**config.mk**
```make
export PLATFORM = sky130hd
export DESIGN_NAME = divergence_logger
export DESIGN_NICKNAME = d
export VERILOG_FILES = /design/src/rtl/divergence_logger.sv
export SDC_FILE = /design/constraint.sdc
export NUM_CORES = 2
export LEC_CHECK = 0
export CELL_PAD_IN_SITES_DETAIL_PLACEMENT = 0
export CELL_PAD_IN_SITES_GLOBAL_PLACEMENT = 2
export CORE_UTILIZATION = 40
export CTS_BUF_LIST = sky130_fd_sc_hd__clkbuf_8
export CTS_CLUSTER_SIZE = 12
export DETAILED_ROUTE_END_ITERATION = 8
export GPL_ROUTABILITY_DRIVEN = 0
export PLACE_DENSITY = 0.84
export SLEW_MARGIN = 20
export SYNTH_ARGS = -nofsm -noshare
export SYNTH_HDL_FRONTEND = slang
export SYNTH_SLANG_ARGS = --single-unit
```
**constraint.sdc**
```tcl
create_clock -name clock -period 6.97 [get_ports clock]
set_clock_uncertainty 0.15 [all_clocks]
set_input_delay 1.0455 -clock clock [delete_from_list [all_inputs] [get_ports clock]]
set_output_delay 1.0455 -clock clock [all_outputs]
set_load 0.05 [all_outputs]
```
**src/rtl/divergence_logger.sv**
```systemverilog
// divergence_logger: compares golden and fault-injected channel outputs,
// captures the per-channel differences of a divergent cycle in a snapshot,
// serialises them into a show-ahead log FIFO (lowest channel first) and keeps
// mismatch/drop statistics plus a latch of the first divergence.
// Optional feature: define DIVERGENCE_LOGGER_MASK_EN to add the chan_mask
// input; masked channels never report a mismatch.
//
// Handshake: an entry transfers on every rising clock edge where
// log_valid && log_ready; log_data is held stable while log_valid && !log_ready,
// and reads as zero whenever log_valid is low.
module divergence_logger #(
  parameter int WIDTH      = 32,
  parameter int CHANNELS   = 4,
  parameter int FIFO_DEPTH = 16
) (
  input  logic                         clock,
  input  logic                         reset,
  input  logic                         enable,
  input  logic [47:0]                  cycle_number,
  input  logic [CHANNELS*WIDTH-1:0]    real_data,
  input  logic [CHANNELS*WIDTH-1:0]    inj_data,
`ifdef DIVERGENCE_LOGGER_MASK_EN
  input  logic [CHANNELS-1:0]          chan_mask,
`endif
  output logic                         log_valid,
  input  logic                         log_ready,
  output logic [40+WIDTH-1:0]          log_data,
  input  logic                         clear_stats,
  output logic [31:0]                  mismatch_cycles,
  output logic [31:0]                  drop_count,
  output logic                         first_valid,
  output logic [47:0]                  first_cycle,
  output logic [7:0]                   first_channel,
  output logic                         dbg_state
);

  localparam int AW = $clog2(FIFO_DEPTH);
  localparam int LW = 40 + WIDTH;

  typedef enum logic {
    IDLE = 1'b0,
    SCAN = 1'b1
  } state_t;

  // input capture stage
  logic [CHANNELS*WIDTH-1:0] real_r;
  logic [CHANNELS*WIDTH-1:0] inj_r;
  logic [47:0]               cycle_r;
  logic                      armed;
  logic [CHANNELS-1:0]       ignore_r;

  // compare stage
  logic [CHANNELS-1:0]       mask;
  logic [CHANNELS*WIDTH-1:0] xor_vec;
  logic                      mask_any;
  logic [7:0]                mask_low;

  // snapshot being serialised
  logic [CHANNELS-1:0]       snap_mask;
  logic [CHANNELS*WIDTH-1:0] snap_xor;
  logic [31:0]               snap_cycle;
  logic [CHANNELS-1:0]       snap_rest;
  logic [7:0]                scan_idx;
  logic [WIDTH-1:0]          scan_xor;

  // fsm
  state_t state, state_nx;
  logic   load, push, busy_drop;

  // fifo
  logic [LW-1:0] mem [FIFO_DEPTH];
  logic [AW:0]   wr_ptr, rd_ptr;
  logic          empty, full, pop, fifo_ok;
  logic [LW-1:0] push_entry;

  // Register all compared inputs so the compare stage sees one coherent cycle.
  always_ff @(posedge clock) begin
    if (reset) begin
      real_r  <= '0;
      inj_r   <= '0;
      cycle_r <= '0;
      armed   <= 1'b0;
    end else begin
      real_r  <= real_data;
      inj_r   <= inj_data;
      cycle_r <= cycle_number;
      armed   <= enable;
    end
  end

`ifdef DIVERGENCE_LOGGER_MASK_EN
  // Channel ignore mask travels with the data it qualifies.
  always_ff @(posedge clock) begin
    if (reset) ignore_r <= '0;
    else       ignore_r <= chan_mask;
  end
`else
  assign ignore_r = '0;
`endif

  assign xor_vec  = real_r ^ inj_r;
  assign mask_any = |mask;

  // Per-channel mismatch flags and the lowest mismatching channel.
  always_comb begin
    mask     = '0;
    mask_low = '0;
    for (int c = 0; c < CHANNELS; c++) begin
      mask[c] = armed && (xor_vec[c*WIDTH +: WIDTH] != '0) && !ignore_r[c];
    end
    for (int c = CHANNELS - 1; c >= 0; c--) begin
      if (mask[c]) mask_low = 8'(c);
    end
  end

  // Pick the lowest pending snapshot channel for the next log entry.
  always_comb begin
    scan_idx = '0;
    scan_xor = '0;
    for (int c = CHANNELS - 1; c >= 0; c--) begin
      if (snap_mask[c]) begin
        scan_idx = 8'(c);
        scan_xor = snap_xor[c*WIDTH +: WIDTH];
      end
    end
  end

  // Clearing the lowest set bit leaves the channels still to be logged.
  assign snap_rest  = snap_mask & (snap_mask - CHANNELS'(1));
  assign push_entry = {snap_cycle, scan_idx, scan_xor};

  // FIFO status; a full FIFO still accepts a push when the same edge pops.
  assign empty   = (wr_ptr == rd_ptr);
  assign full    = (wr_ptr[AW] != rd_ptr[AW]) && (wr_ptr[AW-1:0] == rd_ptr[AW-1:0]);
  assign pop     = !empty && log_ready;
  assign fifo_ok = !full || pop;

  // FSM state register.
  always_ff @(posedge clock) begin
    if (reset) state <= IDLE;
    else       state <= state_nx;
  end

  // FSM next state: leave SCAN on the push that drains the snapshot.
  always_comb begin
    state_nx = state;
    case (state)
      IDLE: if (mask_any) state_nx = SCAN;
      SCAN: if (fifo_ok && (snap_rest == '0)) state_nx = IDLE;
      default: state_nx = IDLE;
    endcase
  end

  // FSM outputs: capture in IDLE, serialise in SCAN, drop divergences while busy.
  always_comb begin
    load      = (state == IDLE) && mask_any;
    push      = (state == SCAN) && fifo_ok;
    busy_drop = (state != IDLE) && mask_any;
  end

  assign dbg_state = state;

  // Snapshot capture and per-entry retirement.
  always_ff @(posedge clock) begin
    if (reset) begin
      snap_mask  <= '0;
      snap_xor   <= '0;
      snap_cycle <= '0;
    end else if (load) begin
      snap_mask  <= mask;
      snap_xor   <= xor_vec;
      snap_cycle <= cycle_r[31:0];
    end else if (push) begin
      snap_mask  <= snap_rest;
    end
  end

  // FIFO storage; contents are only meaningful between the pointers.
  always_ff @(posedge clock) begin
    if (push) mem[wr_ptr[AW-1:0]] <= push_entry;
  end

  // FIFO pointers with wrap bit for full/empty distinction.
  always_ff @(posedge clock) begin
    if (reset) begin
      wr_ptr <= '0;
      rd_ptr <= '0;
    end else begin
      if (push) wr_ptr <= wr_ptr + 1'b1;
      if (pop)  rd_ptr <= rd_ptr + 1'b1;
    end
  end

  assign log_valid = !empty;
  assign log_data  = empty ? '0 : mem[rd_ptr[AW-1:0]];

  // Statistics and first-divergence latch; clear_stats wins over counting.
  always_ff @(posedge clock) begin
    if (reset || clear_stats) begin
      mismatch_cycles <= '0;
      drop_count      <= '0;
      first_valid     <= 1'b0;
      first_cycle     <= '0;
      first_channel   <= '0;
    end else if (mask_any) begin
      if (mismatch_cycles != 32'hffff_ffff) mismatch_cycles <= mismatch_cycles + 1'b1;
      if (busy_drop && (drop_count != 32'hffff_ffff)) drop_count <= drop_count + 1'b1;
      if (!first_valid) begin
        first_valid   <= 1'b1;
        first_cycle   <= cycle_r;
        first_channel <= mask_low;
      end
    end
  end

endmodule

```
==> results.sh <==
export IMPL_num_io_pins=504
export IMPL_wl_um=158600
export IMPL_drt_iter0_markers=2792
export IMPL_synth_top_family_by_area="multiplexers"
export IMPL_final_min_clock_period_ps=5620
export IMPL_avgRoutedWirePerCell_um=23.54
export IMPL_core_area_mm2=0.1540
export IMPL_cts_tree="yes"
export IMPL_layout_commonest_cell="edfxtp_1"
export IMPL_synth_compound_area_share_pct=3.948
export IMPL_synth_edf_count=1056
export IMPL_relSlewSlack_pct=28.85
export IMPL_max_cap_violations=0
export IMPL_place_area_mm2=0.06958
export IMPL_clkSlewWorstSetupHoldPaths_ps=60
export IMPL_stdcell_area_mm2=0.07488
export IMPL_path_class="flop to output port"
export IMPL_slowest_stage="dfxtp_4"
export IMPL_worst_path_most_repeated_cell="mux4_2"
export IMPL_layout_common_cells="edfxtp_1, dfxtp_1, clkdlybuf4s50_1"
export IMPL_fin_util_pct=48.61
export IMPL_synth_cell_types=57
export IMPL_synthMuxAreaShare_pct=12.79
export IMPL_cts_resized=0
export IMPL_synth_xor_area_share_pct=1.988
export IMPL_path_cells="buf_4 -> mux4_2 -> mux4_2 -> nor2b_1 -> clkdlybuf4s50_1"
export IMPL_syn_avg_cell_area_um2=16.03
export IMPL_worstMarginPinSlew_ps=1065
export IMPL_leakagePower_nw=24.65
export IMPL_synthAdderAreaFrac_pct=0.1571
export IMPL_synth_simple_area_share_pct=8.821
export IMPL_worstSetupEndpointType="output port"
export IMPL_start_util_pct=40.32
export IMPL_synth_seq_cells=1655
export IMPL_min_path_type="flop to flop"
export IMPL_grt_pass1_wl_um=231200
export IMPL_status="complete, no violations"
export IMPL_cts_root_buffer="clkbuf_8"
export IMPL_dp_hpwl_um=93270
export IMPL_drive_above_1_share_pct=17.39
export IMPL_vias=35194
export IMPL_holdBufCountCts=0
export IMPL_numCtsBuffers=293
export IMPL_grt_usage_pct=20.03
export IMPL_setup_tns_ps=0
export IMPL_syn2layout_area_growth_pct=20.56
export IMPL_yosys_warnings=0
export IMPL_grt_overflow=0
export IMPL_ys_seq_area_share_pct=70.36
export IMPL_ys_flop_type="edfxtp_1"
export IMPL_avgViaCountPerCell=5.225
export IMPL_fin_nets=4805
export IMPL_drtPass1Iterations=5
export IMPL_powerDensity_mw_per_mm2=296.7
export IMPL_crit_required_ps=5770
export IMPL_die_height_um=396.1
export IMPL_drc=0
export IMPL_rsz0062_at_grt="no"
export IMPL_start_kind="flop"
export IMPL_drtAntennaViolNets=0
export IMPL_ir_drop_uv=140.6
export IMPL_num_rows=144
export IMPL_syn_area_mm2=0.06211
export IMPL_grt_max_degree=261
export IMPL_antenna_found_initial=10
export IMPL_setup_viol=0
export IMPL_cp_arrival_ps=4420
export IMPL_htreeDepth=5
export IMPL_synthArstFlopShare_pct=0
export IMPL_cts_buffer_depth=4
export IMPL_cts_sinks=1655
export IMPL_postCtsSetupBuffers=0
export IMPL_fin_crit_sh_pct=80.63
export IMPL_synthCells=3875
export IMPL_crit_fanout=39
export IMPL_worstSkewPairLatency_ps=990
export IMPL_portBuffers=491
export IMPL_dieArea_mm2=0.1569
export IMPL_fmaxAchievable_mhz=177.9
export IMPL_die_x_um=396.1
export IMPL_slowest_delay_ps=900
export IMPL_first_global_vias=35673
export IMPL_hold_viol_final=0
export IMPL_slew_violations=0
[stage by stage]
step                cells  worst slack (ps)  power (W)  hold WS [ps]
CTS                  6730              1095    0.02253         296.0
global placement     6235              2191    0.01434         276.6
detailed placement   6237              2176    0.01437         286.1
global route         6736              1014    0.02314         308.9
finish               6736              1350    0.02222         290.9
floorplan            3886             107.8    0.01327         270.8
[final timing paths]
kind,slack (ps),end,startpoint,cells after the start
setup / recovery,1350,log_data[0],flop,5
hold / removal,290,first_cycle[33],cycle_r[33],2
setup reg to reg,2430,mismatch_cycles[20],inj_r[0],8
hold reg to reg,290,first_cycle[33],cycle_r[33],2
[worst max-delay path: cells and delay by family, from the launching register on]
| kind | cells | cell delay (ps) |
|---|---|---|
| flip-flops | 1 | 900 |
| AND/OR/NAND/NOR | 1 | 210 |
| buffers and inverters | 2 | 1280 |
| multiplexers | 2 | 1030 |
[layer usage]
layer  GRT usage (%)  vias to the layer above  wire, um
li1                -                    15977         -
met1           26.12                    17697     65670
met2           32.61                     1292     76850
met3           5.495                      224     12690
met4           5.923                        4      3324
met5               0                        -        23
[state kept, by name (all words and copies together) (netlist names), named ones only]
register,count
rd_ptr,5
armed,1
mismatch_cycles,32
real_r,128
drop_count,32
cycle_r,48
first_cycle,48
first_valid,1
snap_xor,128
snap_mask,4
inj_r,128
snap_cycle,32
wr_ptr,5
mem,1056
dbg_state,1
first_channel,2
[cells in the mapped netlist, types with 28 or more instances]
master / count / area [um2]
mux2i_1: 51 / 510.5
or4_1: 32 / 240.2
xnor2_1: 136 / 1191
nor2b_1: 373 / 2333
nor2_1: 228 / 855.8
and3_1: 41 / 256.5
nand3_1: 78 / 390.4
or3_1: 28 / 175.2
mux4_2: 330 / 7432
nand4_1: 50 / 312.8
a211oi_1: 128 / 960.9
a21oi_1: 106 / 530.5
nand2_1: 136 / 510.5
o21ai_0: 91 / 455.4
dfxtp_1: 599 / 11990
edfxtp_1: 1056 / 31710
buf_2: 55 / 275.3
clkbuf_1: 170 / 638.1
[final cells by class]
type | instances | area, um2
fill | 13094 | 79170
sequential | 1655 | 43720
multi-input combinational | 1953 | 17460
timing repair buffer | 572 | 5856
clock buffer | 321 | 4418
tap | 2044 | 2557
clock inverter | 172 | 808.3
inverter | 14 | 52.55
antenna | 5 | 12.51
[cell families after synthesis]
kind of cell	Yosys count
and+or+nand+nor	1024
adders and majority gates	8
buffers and inverters	278
other	1
xor gates and xnor gates	141
muxes	381
AOI/OAI and AO/OA	387
DFF	1655
[power breakdown]
group | internal [W] | leakage, nW | switching (W)
Clock | 0.00434 | 3.06 | 0.00377
Sequential | 0.0107 | 14.7 | 0.000214
Combinational | 0.00140 | 6.87 | 0.00175
(Power assumes the default switching activity.)
